## src/rtl/max7219_pkg.sv

```systemverilog
// Shared constants and types for the MAX7219 emulator: register map,
// image characters and the per-row string type.
package max7219_pkg;

   localparam logic [3:0] ADDR_NOOP      = 4'h0;
   localparam logic [3:0] ADDR_DIG0      = 4'h1;
   localparam logic [3:0] ADDR_DIG1      = 4'h2;
   localparam logic [3:0] ADDR_DIG2      = 4'h3;
   localparam logic [3:0] ADDR_DIG3      = 4'h4;
   localparam logic [3:0] ADDR_DIG4      = 4'h5;
   localparam logic [3:0] ADDR_DIG5      = 4'h6;
   localparam logic [3:0] ADDR_DIG6      = 4'h7;
   localparam logic [3:0] ADDR_DIG7      = 4'h8;
   localparam logic [3:0] ADDR_DECODE    = 4'h9;
   localparam logic [3:0] ADDR_INTENSITY = 4'hA;
   localparam logic [3:0] ADDR_SCANLIM   = 4'hB;
   localparam logic [3:0] ADDR_SHUTDOWN  = 4'hC;
   localparam logic [3:0] ADDR_TEST      = 4'hF;

   localparam logic [7:0] CHAR_ON  = 8'h58;   // "X"
   localparam logic [7:0] CHAR_OFF = 8'h2E;   // "."

   // Eight ASCII characters, leftmost character in bits [63:56].
   typedef logic [63:0] row_str_t;

endpackage

```

## src/rtl/max7219_sync_edge.sv

```systemverilog
// Two-flop synchroniser for one asynchronous bus pin, plus a third flop
// used only to detect rising and falling edges of the synchronised level.
module max7219_sync_edge (
   input  logic clk,
   input  logic rst_n,
   input  logic i_async,
   output logic o_sync,
   output logic o_rise,
   output logic o_fall
);

   logic [2:0] pipe_q, pipe_d;

   // Shift the pad value through the synchroniser and edge-detect stage
   always_comb begin
      pipe_d = {pipe_q[1:0], i_async};
   end

   // Pipeline register, cleared synchronously
   always_ff @(posedge clk) begin
      if (!rst_n) pipe_q <= '0;
      else        pipe_q <= pipe_d;
   end

   assign o_sync = pipe_q[1];
   assign o_rise =  pipe_q[1] & ~pipe_q[2];
   assign o_fall = ~pipe_q[1] &  pipe_q[2];

endmodule

```

## src/rtl/max7219_emulator.sv

```systemverilog
// Behavioural model of one MAX7219 driving an 8x8 matrix. Samples the
// serial bus in the clk domain, decodes 16-bit writes on LOAD rising and
// keeps an ASCII image of the matrix in s_matrix_char.
module max7219_emulator
   import max7219_pkg::*;
#(
   parameter int G_MATRIX_I = 0,
   parameter bit G_VERBOSE  = 1'b1
) (
   input  logic clk,
   input  logic rst_n,
   input  logic i_max7219_clk,
   input  logic i_max7219_din,
   input  logic i_max7219_load,
   output logic o_max7219_dout,
   output logic o_matrix_char_val
);

   logic sclk_lvl, sclk_rise, sclk_fall;
   logic din_lvl, din_rise, din_fall;
   logic load_lvl, load_rise, load_fall;

   max7219_sync_edge u_sync_sclk (.clk(clk), .rst_n(rst_n), .i_async(i_max7219_clk),
                                  .o_sync(sclk_lvl), .o_rise(sclk_rise), .o_fall(sclk_fall));
   max7219_sync_edge u_sync_din  (.clk(clk), .rst_n(rst_n), .i_async(i_max7219_din),
                                  .o_sync(din_lvl), .o_rise(din_rise), .o_fall(din_fall));
   max7219_sync_edge u_sync_load (.clk(clk), .rst_n(rst_n), .i_async(i_max7219_load),
                                  .o_sync(load_lvl), .o_rise(load_rise), .o_fall(load_fall));

   logic [15:0] shreg_q, shreg_d;
   logic        dout_q, dout_d;
   logic [7:0]  digit_q [8];
   logic [7:0]  digit_d [8];
   logic [7:0]  decode_q, decode_d;
   logic [3:0]  intensity_q, intensity_d;
   logic [2:0]  scan_limit_q, scan_limit_d;
   logic        shutdown_n_q, shutdown_n_d;
   logic        disp_test_q, disp_test_d;
   row_str_t    matrix_char_q [8];
   row_str_t    matrix_char_d [8];
   logic        char_val_q, char_val_d;
   logic        wr_valid;
   logic        lit;
   logic [3:0]  addr;
   logic [7:0]  data;

   assign addr = shreg_q[11:8];
   assign data = shreg_q[7:0];

   // Shift/DOUT handling, register decode, and image rebuild from the
   // post-write register values so the new image lands together with them
   always_comb begin
      shreg_d      = shreg_q;
      dout_d       = dout_q;
      digit_d      = digit_q;
      decode_d     = decode_q;
      intensity_d  = intensity_q;
      scan_limit_d = scan_limit_q;
      shutdown_n_d = shutdown_n_q;
      disp_test_d  = disp_test_q;
      wr_valid     = 1'b0;
      lit          = 1'b0;

      if (sclk_rise) shreg_d = {shreg_q[14:0], din_lvl};
      if (sclk_fall) dout_d  = shreg_q[15];

      // Decode uses shreg_q, i.e. the value before any shift this cycle
      if (load_rise) begin
         wr_valid = 1'b1;
         case (addr)
            ADDR_DIG0, ADDR_DIG1, ADDR_DIG2, ADDR_DIG3,
            ADDR_DIG4, ADDR_DIG5, ADDR_DIG6, ADDR_DIG7:
                            digit_d[addr - 4'd1] = data;
            ADDR_DECODE:    decode_d     = data;
            ADDR_INTENSITY: intensity_d  = data[3:0];
            ADDR_SCANLIM:   scan_limit_d = data[2:0];
            ADDR_SHUTDOWN:  shutdown_n_d = data[0];
            ADDR_TEST:      disp_test_d  = data[0];
            default:        wr_valid     = 1'b0;   // no-op and 0xD/0xE
         endcase
      end

      matrix_char_d = matrix_char_q;
      if (wr_valid) begin
         for (int r = 0; r < 8; r++) begin
            for (int c = 0; c < 8; c++) begin
               lit = disp_test_d |
                     (shutdown_n_d & (3'(r) <= scan_limit_d) & digit_d[r][c]);
               matrix_char_d[r][8*c +: 8] = lit ? CHAR_ON : CHAR_OFF;
            end
         end
      end
      char_val_d = wr_valid;
   end

   // State registers with synchronous reset to power-up (shutdown) state
   always_ff @(posedge clk) begin
      if (!rst_n) begin
         shreg_q       <= '0;
         dout_q        <= 1'b0;
         digit_q       <= '{default: '0};
         decode_q      <= '0;
         intensity_q   <= '0;
         scan_limit_q  <= '0;
         shutdown_n_q  <= 1'b0;
         disp_test_q   <= 1'b0;
         matrix_char_q <= '{default: {8{CHAR_OFF}}};
         char_val_q    <= 1'b0;
      end else begin
         shreg_q       <= shreg_d;
         dout_q        <= dout_d;
         digit_q       <= digit_d;
         decode_q      <= decode_d;
         intensity_q   <= intensity_d;
         scan_limit_q  <= scan_limit_d;
         shutdown_n_q  <= shutdown_n_d;
         disp_test_q   <= disp_test_d;
         matrix_char_q <= matrix_char_d;
         char_val_q    <= char_val_d;
      end
   end

   row_str_t s_matrix_char [8];
   assign s_matrix_char     = matrix_char_q;
   assign o_max7219_dout    = dout_q;
   assign o_matrix_char_val = char_val_q;

   // Decode and intensity are stored for visibility only; spare sync outputs
   logic unused_bits;
   assign unused_bits = ^{sclk_lvl, din_rise, din_fall, load_lvl, load_fall,
                          decode_q, intensity_q};

`ifndef SYNTHESIS
   // Trace every LOAD-latched register write
   always @(posedge clk) begin
      if (G_VERBOSE && rst_n && load_rise)
         $display("MAX7219[%0d] reg 0x%h <= 0x%h", G_MATRIX_I, addr, data);
   end
`endif

endmodule

```

## config.mk

```make
export PLATFORM = sky130hd
export DESIGN_NAME = max7219_emulator
export DESIGN_NICKNAME = d
export VERILOG_FILES = /design/src/rtl/max7219_pkg.sv /design/src/rtl/max7219_sync_edge.sv /design/src/rtl/max7219_emulator.sv
export SDC_FILE = /design/constraint.sdc
export NUM_CORES = 1
export LEC_CHECK = 0
export ABC_AREA = 1
export BUFFER_PORTS_ARGS = -buffer_cell sky130_fd_sc_hd__buf_2
export CAP_MARGIN = 20
export CORE_UTILIZATION = 30
export DETAILED_ROUTE_END_ITERATION = 10
export PLACE_DENSITY = 0.48
export SETUP_SLACK_MARGIN = 0.15
export SLEW_MARGIN = 5
export SYNTH_ARGS = -nofsm -noshare
export SYNTH_HDL_FRONTEND = slang
export SYNTH_SLANG_ARGS = --single-unit
```

## constraint.sdc

```tcl
create_clock -name clk -period 0.95 [get_ports clk]
set_clock_uncertainty 0.1 [all_clocks]
set_input_delay 0.1425 -clock clk [delete_from_list [all_inputs] [get_ports clk]]
set_output_delay 0.1425 -clock clk [all_outputs]
set_load 0.1 [all_outputs]
```

==> results.ini, run 1 <==
[power]
swShare_pct=23.8
ir_worst_vdd_mv=1.01
clock_power_share_pct=24.4
power_uw=1870
leakagePower_uw=0.000598
seq_power_share_pct=62.1
powerDensity_mw_per_mm2=1440
combinationalPowerShare_pct=13.5
p_int_uw=1430
switching_power_uw=446

[sta]
layout_setup_ws_ns=-0.148
fmax_ghz=0.911
relSlewSlack_pct=83.6
maxSlewViolCount=0
tightest_slew_ns=0.246
hold_violations=0
min_period_ns=1.10
rsz0062_at_grt=yes
fin_crit_sh_pct=116
setup_viol=17

[cts]
cts_buffers=3
cts-root-buf=clkbuf_4
clkSinkCount=26
cts.path.max_buffers=2
clk_pin_slew_ns=0.13
cts_tree=done
h-tree-depth=1
clk_latency_ns=0.31

[detailed_routing]
first_pass_iters=5
vias=734
drtAntennaViolNets=0
wire_per_inst_um=9.47
post-route-drc-count=0
drt_iter0_drc=15
wl_um=1580
viasPerCell=4.40

[critical_path]
slowest_delay_ns=0.38
required_ns=0.71
crit_family=flip-flops
cp_num_buf_inv=1
critPathSlowestCell=dfxtp_4
criticalPathCategory=reg2out
critPathCaptureType=output port
critPathMaxFanout=2
cp_cell_sequence=buf_12
arrival_ns=0.86
startpoint_type=flop

[place]
gp_congestion=0.764
dpl_worst_slack_ns=-0.0393
hpwl_um=974
io_buffers=6

[layout]
regArea_um2=543
fill_cells=260
antennaDiodeCount=0
nets=142
drive_above_1_share_pct=36.0
syn_to_final_growth_pct=45.6
layout_common_cells=26 x nor2_1, 18 x dfxtp_1, 16 x o21ai_1
layout_commonest_cell=nor2_1
multiInputGateArea_um2=363

[synth]
yosysUniqueCellTypes=14
syn_inst=112
ys.warnings.count=0
ys_seq_elements=26
yosysSeqAreaShare_pct=58.3
syn-num-nets=117
syn_avg_cell_area_um2=7.97
synth_area_um2=892

[global_route]
gr-total-overflow=0
grt_max_degree=15
antenna_found_initial=0
grt_pass1_wl_um=3010
grt_use_total_pct=12.2
first_global_vias=727

[run]
maxCapViolations=0

[floorplanning]
start_util_pct=32.1
fp.dieW_um=56.5
die-area_mm2=0.00320
core_mm2=0.00278
rows=19
pin_count=7
fp.dieH_um=56.5

[outcome]
violations=setup timing
run_status=complete, but fails checks

[worst_hold_path]
hp-class=in2reg

==> cell families (layout without fill, tap and decap cells) <==
group                  Yosys count  count (layout)  synth area share [%]
and+or+nand+nor                 49              50                  22.0
AOI/OAI and AO/OA               20              20                  11.2
buffers and inverters           17              40                  8.41
DFF                             26              26                  58.3
==> layer usage <==
metal	GRT usage [%]	vias to the layer above	routed length, µm
li1	-	396	-
met3	2.07	2	31
met2	19.7	8	739
met5	0	-	0
met1	15.2	328	793
met4	7.32	0	18
==> cells in the mapped netlist (all sizes together) <==
cell	instances	area share (%)
nor2	35	16
dfxtp	26	58
o21ai	18	10
inv	13	5.5
nand2	12	5.3
buf	4	2.9
a21oi	2	1.1
nand3	1	0.56
nor3	1	0.56
==> area by class of cell <==
class                   count  share of cell area [%]
clock buffers               4                    2.02
inverters                  13                    4.34
multi-input cells          70                    27.9
flip-flops and latches     26                    41.8
well taps                  31                    2.99
repair buffers             23                    20.9
==> final timing paths <==
check	cells after the start	end	slack (ns)	from
worst max register to register	6	shreg_q[9]	-0.12	u_sync_sclk.pipe_q[1]
worst min-delay path	3	shreg_q[10]	0.06	rst_n
worst max-delay path	1	o_max7219_dout	-0.15	o_max7219_dout
worst min register to register	2	u_sync_sclk.pipe_q[1]	0.32	u_sync_sclk.pipe_q[0]
==> power groups by stage <==
| stage | Clock, µW | Sequential, µW | Combinational [µW] |
|---|---|---|---|
| final | 458 | 1160 | 253 |
| after global routing | 533 | 1170 | 282 |
| after CTS | 496 | 1160 | 253 |
| after detailed placement | 0 | 1190 | 184 |
| after global placement | 0 | 1190 | 183 |
| after floorplan | 0 | 1200 | 108 |
==> metrics by stage <==
step / setup TNS (ns) / area [µm²] / util, % / hold slack (ns) / std cells
global placement: -0.0819 / 1070 / 38.4 / 0.227 / 151
detailed placement: -0.286 / 1070 / 38.4 / 0.230 / 151
finish: -1.57 / 1300 / 46.7 / 0.0586 / 167
floorplan: -0.101 / 920 / - / 0.140 / 112
global route: -2.74 / 1300 / 46.7 / 0.0486 / 167
CTS: -1.54 / 1300 / 46.6 / 0.0419 / 167
==> flip-flops by register name (all words and copies together), names as in the netlist <==
register,count
u_sync_load.pipe_q,3
u_sync_din.pipe_q,2
o_matrix_char_val,1
u_sync_sclk.pipe_q,3
o_max7219_dout,1
shreg_q,16
==> repair_timing <==
action / 4_1_cts / 5_1_grt
hold endpoints to repair: 3 / 0
cloned: 2 / 0
hold buffers: 3 / 0
endpoints found under the setup margin: 20 / 21
gates resized for setup: 29 / 1
pin swaps: 4 / 0
buffers inserted: 7 / 0
(Power assumes the default switching activity.)
==> inputs of run 2 (changes only) <==
CORE_UTILIZATION = 49   (was 30)
PLACE_DENSITY = 0.71   (was 0.48)
==> results.ini, run 2 (synthesis results as in run 1) <==
[floorplanning]
fp.dieH_um=44.7  ; -21%
die-area_mm2=0.00200  ; -38%
core_mm2=0.00171  ; -39%
fp.dieW_um=44.7  ; -21%
pin_count=7  ; unchanged
start_util_pct=52.2  ; +20 points
rows=15  ; -4

[power]
ir_worst_vdd_mv=1.53  ; +52%
swShare_pct=25.1  ; +1.3 points
seq_power_share_pct=55.7  ; -6.4 points
clock_power_share_pct=31.6  ; +7.2 points
switching_power_uw=529  ; +19%
p_int_uw=1580  ; +11%
leakagePower_uw=0.000591  ; -1.1%
powerDensity_mw_per_mm2=1570  ; +9.1%
combinationalPowerShare_pct=12.8  ; -0.7 points

[layout]
fill_cells=97  ; -63%
layout_common_cells=26 x nor2_1, 18 x dfxtp_1, 15 x o21ai_2
layout_commonest_cell=nor2_1
reg.largest.list=shreg_q (16), u_sync_load.pipe_q (3), u_sync_sclk.pipe_q (3)
top_register=shreg_q
syn_to_final_growth_pct=50.1
nets=137  ; -3.5%
antennaDiodeCount=0  ; unchanged
drive_above_1_share_pct=47.3  ; +11 points
largest_reg_flops=16  ; unchanged
fin_cells=156  ; -6.6%

[outcome]
violations=setup timing
run_status=complete, but fails checks

[critical_path]
timing.critical_path.depth=1  ; unchanged
cp_cell_sequence=buf_12
arrival_ns=0.88  ; +0.02 ns
worstRegToRegCells=5  ; -1
critPathCapture=o_matrix_char_val
r2r_start=u_sync_sclk.pipe_q[1]
rr_endpoint=shreg_q[9]
critPathSlowestCell=dfxtp_4
crit_path_start=o_matrix_char_val
criticalPathCategory=reg2out
r2r_slack_ns=-0.12  ; about the same
critPathMaxFanout=1  ; -1
cp_num_buf_inv=1  ; unchanged
slowest_delay_ns=0.38  ; about the same
critPathCaptureType=output port
required_ns=0.71  ; about the same
startpoint_type=flop
crit_family=flip-flops

[cts]
cts-root-buf=clkbuf_4
cts_tree=done
h-tree-depth=1  ; unchanged
clkSinkCount=26  ; unchanged
clk_latency_ns=0.33  ; +0.02 ns
cts.path.max_buffers=2  ; unchanged
clk_pin_slew_ns=0.15  ; +0.02 ns
cts_buffers=3  ; unchanged

[worst_hold_path]
hp-class=in2reg

[sta]
hold_violations=0  ; unchanged
setup_viol=19  ; +2
min_period_ns=1.12  ; +0.0212 ns
fmax_ghz=0.894  ; -1.9%
final.setup.tns_ns=-1.70  ; -0.136 ns
layout_setup_ws_ns=-0.169  ; -0.0212 ns
maxSlewViolCount=0  ; unchanged
tightest_slew_ns=0.508  ; +0.262 ns
relSlewSlack_pct=66.1  ; -17 points
fin_crit_sh_pct=118  ; +2.2 points
rsz0062_at_grt=yes

[global_route]
antenna_found_initial=0  ; unchanged
first_global_vias=674  ; -7.3%
gr-total-overflow=0  ; unchanged
grt_max_degree=20  ; +5
grt_pass1_wl_um=2820  ; -6.4%
grt_use_total_pct=20.2  ; +8.0 points

[detailed_routing]
drt_iter0_drc=16  ; +1
drtAntennaViolNets=0  ; unchanged
viasPerCell=4.83  ; +9.8%
wire_per_inst_um=12.8  ; +36%
post-route-drc-count=0  ; unchanged
vias=753  ; +2.6%
first_pass_iters=5  ; unchanged
wl_um=2000  ; +27%

[run]
maxCapViolations=0  ; unchanged

[place]
hpwl_um=852  ; -12%
gp_congestion=0.698  ; -8.6%
placed_cells=142  ; -6.0%
io_buffers=6  ; unchanged

[run 2: timing repair]
action                                  in CTS  in global routing
resized for setup                           20                 31
pin swaps                                    8                 12
setup buffers                                3                  2
hold buffers                                 3                  0
endpoints found under the hold margin        3                  0
endpoints found under the setup margin      20                 21
cloned                                       2                  0
[run 2: layout make-up]
cell class	count	area (µm²)	area share [%]
inverters	13	58.8	4.39
clock buffers	4	47.5	3.55
repair buffers	18	208	15.5
multi-input cells	70	448	33.5
well taps	25	31.3	2.34
flip-flops and latches	26	546	40.7
[run 2: worst min-delay path by stage]
stage                                  to           from  cells past startpoint  slack, ns
floorplan            u_sync_din.pipe_q[0]  i_max7219_din                      2       0.14
global placement     u_sync_din.pipe_q[0]  i_max7219_din                      3       0.23
detailed placement  u_sync_sclk.pipe_q[0]  i_max7219_clk                      3       0.23
CTS                           shreg_q[10]          rst_n                      3       0.11
global route                  shreg_q[10]          rst_n                      3       0.16
finish                        shreg_q[10]          rst_n                      3       0.15
[run 2: through the flow]
stage / total power (µW) / hold slack (ns) / instance area, µm² / utilization (%) / setup WS, ns
2_1_floorplan: 1300 / 0.140 / 920 / - / -0.0134
4_1_cts: 2060 / 0.106 / 1230 / 72.0 / -0.171
6_report: 2110 / 0.149 / 1340 / 78.4 / -0.169
3_5_place_dp: 1350 / 0.233 / 1010 / 59.3 / -0.0434
5_1_grt: 2170 / 0.158 / 1340 / 78.4 / -0.191
3_3_place_gp: 1350 / 0.227 / 1010 / 59.3 / -0.0208
[run 2: metal layers]
metal,track usage (%),vias to the layer above,routed length [µm],share of wire (%)
met5,0,-,0,0
met4,10.9,0,42,2.1
met3,6.94,6,59,2.9
met2,32.1,13,1040,52
met1,24.0,349,861,43
li1,-,385,-,-
[run 2: power groups by stage]
stage	Sequential (µW)	Combinational, µW	Clock, µW
after global placement	1190	160	0
final	1170	269	666
after CTS	1170	225	671
after detailed placement	1190	163	0
after global routing	1180	292	700
after floorplan	1200	108	0
==> inputs of run 3 (changes only) <==
CTS_BUF_LIST = sky130_fd_sc_hd__clkbuf_8 sky130_fd_sc_hd__clkbuf_16   (was default)
==> results.ini, run 3 (synthesis results as in run 1) <==
[outcome]
run_status=complete, but fails checks
violations=hold timing, setup timing

[detailed_routing]
wl_um=1690  ; -16%
vias=695  ; -7.7%
first_pass_iters=4  ; -1
wire_per_inst_um=11.2  ; -13%
post-route-drc-count=0  ; unchanged
viasPerCell=4.60  ; -4.6%
drtAntennaViolNets=0  ; unchanged
drt_iter0_drc=7  ; -9

[critical_path]
cp_num_buf_inv=1  ; unchanged
cp_cell_sequence=buf_12
arrival_ns=0.80  ; -0.08 ns
r2r_slack_ns=-0.08  ; +0.04 ns
rr_endpoint=shreg_q[12]
critPathCaptureType=output port
critPathSlowestCell=dfxtp_4
slowest_delay_ns=0.37  ; about the same
crit_path_start=o_max7219_dout
worstRegToRegCells=5  ; unchanged
r2r_start=u_sync_sclk.pipe_q[1]
criticalPathCategory=reg2out
startpoint_type=flop
critPathMaxFanout=2  ; +1
crit_family=flip-flops
required_ns=0.71  ; about the same

[layout]
top_register=shreg_q
drive_above_1_share_pct=30.2  ; -17 points
fill_cells=120  ; +24%
antennaDiodeCount=0  ; unchanged
layout_commonest_cell=nor2_1
syn_to_final_growth_pct=35.1
largest_reg_flops=16  ; unchanged
nets=132  ; -3.6%
multiInputGateArea_um2=354  ; -21%
reg.largest.list=shreg_q (16), u_sync_load.pipe_q (3), u_sync_sclk.pipe_q (3)
layout_common_cells=32 x nor2_1, 19 x dfxtp_1, 13 x o21ai_1
regArea_um2=539  ; -1.1%

[power]
leakagePower_uw=0.000561  ; -5.1%
power_uw=2180  ; +3.4%
ir_worst_vdd_mv=1.24  ; -19%
powerDensity_mw_per_mm2=1810  ; +15%

[cts]
cts.path.max_buffers=2  ; unchanged
cts_tree=done
cts_buffers=3  ; unchanged
cts_hold_buf=1  ; -2
h-tree-depth=1  ; unchanged
clkSinkCount=26  ; unchanged
cts-root-buf=clkbuf_8
clk_pin_slew_ns=0.09  ; -0.06 ns
clk_latency_ns=0.27  ; -0.06 ns

[sta]
tightest_slew_ns=0.378  ; -0.130 ns
layout_setup_ws_ns=-0.0944  ; +0.0747 ns
rsz0062_at_grt=yes
min_period_ns=1.04  ; -0.0747 ns
maxSlewViolCount=0  ; unchanged
final.setup.tns_ns=-0.753  ; +0.949 ns
setup_viol=17  ; -2
whs_ns=-0.0465  ; -0.195 ns
hold_violations=2  ; +2
fin_crit_sh_pct=110  ; -7.9 points
relSlewSlack_pct=74.8  ; +8.7 points
fmax_ghz=0.957  ; +7.1%

[floorplanning]
rows=15  ; unchanged
fp.dieW_um=44.7  ; unchanged
die-area_mm2=0.00200  ; unchanged
start_util_pct=52.2  ; unchanged
pin_count=7  ; unchanged
fp.dieH_um=44.7  ; unchanged
core_mm2=0.00171  ; unchanged

[place]
gp_congestion=0.698  ; unchanged
hpwl_um=852  ; unchanged
io_buffers=6  ; unchanged

[worst_hold_path]
hp-class=in2reg
hold_depth=3  ; unchanged
min_from=i_max7219_din
holdPathEnd=u_sync_din.pipe_q[0]

[global_route]
antenna_found_initial=0  ; unchanged
grt_use_total_pct=16.6  ; -3.7 points
gr-total-overflow=0  ; unchanged
grt_pass1_wl_um=2380  ; -15%
grt_max_degree=20  ; unchanged
first_global_vias=579  ; -14%

[run]
maxCapViolations=0  ; unchanged

## run 3: cell types whose count changed in the layout (fill, tap and decap cells not counted), moves of 3 or more
cell,before,now
nor2_2,5,2
o21ai_1,2,13
clkbuf_8,0,3
nor2_4,4,1
o21ai_2,15,5
clkbuf_4,3,0
nor2_1,26,32
dlygate4sd3_1,3,0
## run 3: cell type report
type | instances | area share, %
clock buffer | 4 | 5.50
tap | 25 | 2.60
sequential | 26 | 44.8
inverter | 13 | 4.47
timing repair buffer | 13 | 13.3
multi-input combinational | 70 | 29.4
## run 3: how the worst max path moves through the flow
stage,endpoint,slack [ns],cells after the start
after CTS,o_max7219_dout,-0.1,1
final,o_max7219_dout,-0.09,1
after detailed placement,shreg_q[11],-0.04,5
after global routing,shreg_q[12],-0.12,5
after global placement,shreg_q[11],-0.02,5
after floorplan,shreg_q[8],-0.01,5
## run 3: stage by stage
stage	util [%]	setup WS [ns]	std cells	area, µm²
3_5_place_dp	59.3	-0.0434	142	1010
5_1_grt	70.5	-0.115	151	1200
3_3_place_gp	59.3	-0.0208	142	1010
2_1_floorplan	-	-0.0134	112	920
6_report	70.5	-0.0944	151	1200
4_1_cts	67.5	-0.0983	149	1150
## run 3: repair_timing
item | 4_1_cts | 5_1_grt
hold endpoints to repair | 3 | 2
setup endpoints to repair | 20 | 22
pin swaps | 2 | 3
cloned | 0 | 2
resized for setup | 13 | 5
setup buffers | 2 | 0
## run 3: where the power goes
group | internal (µW) | switching, µW
Sequential | 1130 | 32.5
Clock | 458 | 347
Combinational | 94.7 | 116
## run 3: per-layer routing
metal,share of wire [%],track usage [%],routed length [µm]
met2,48,26.2,817
met1,48,21.0,806
met4,2.0,9.09,34
met3,1.7,3.67,29
met5,0,0,0
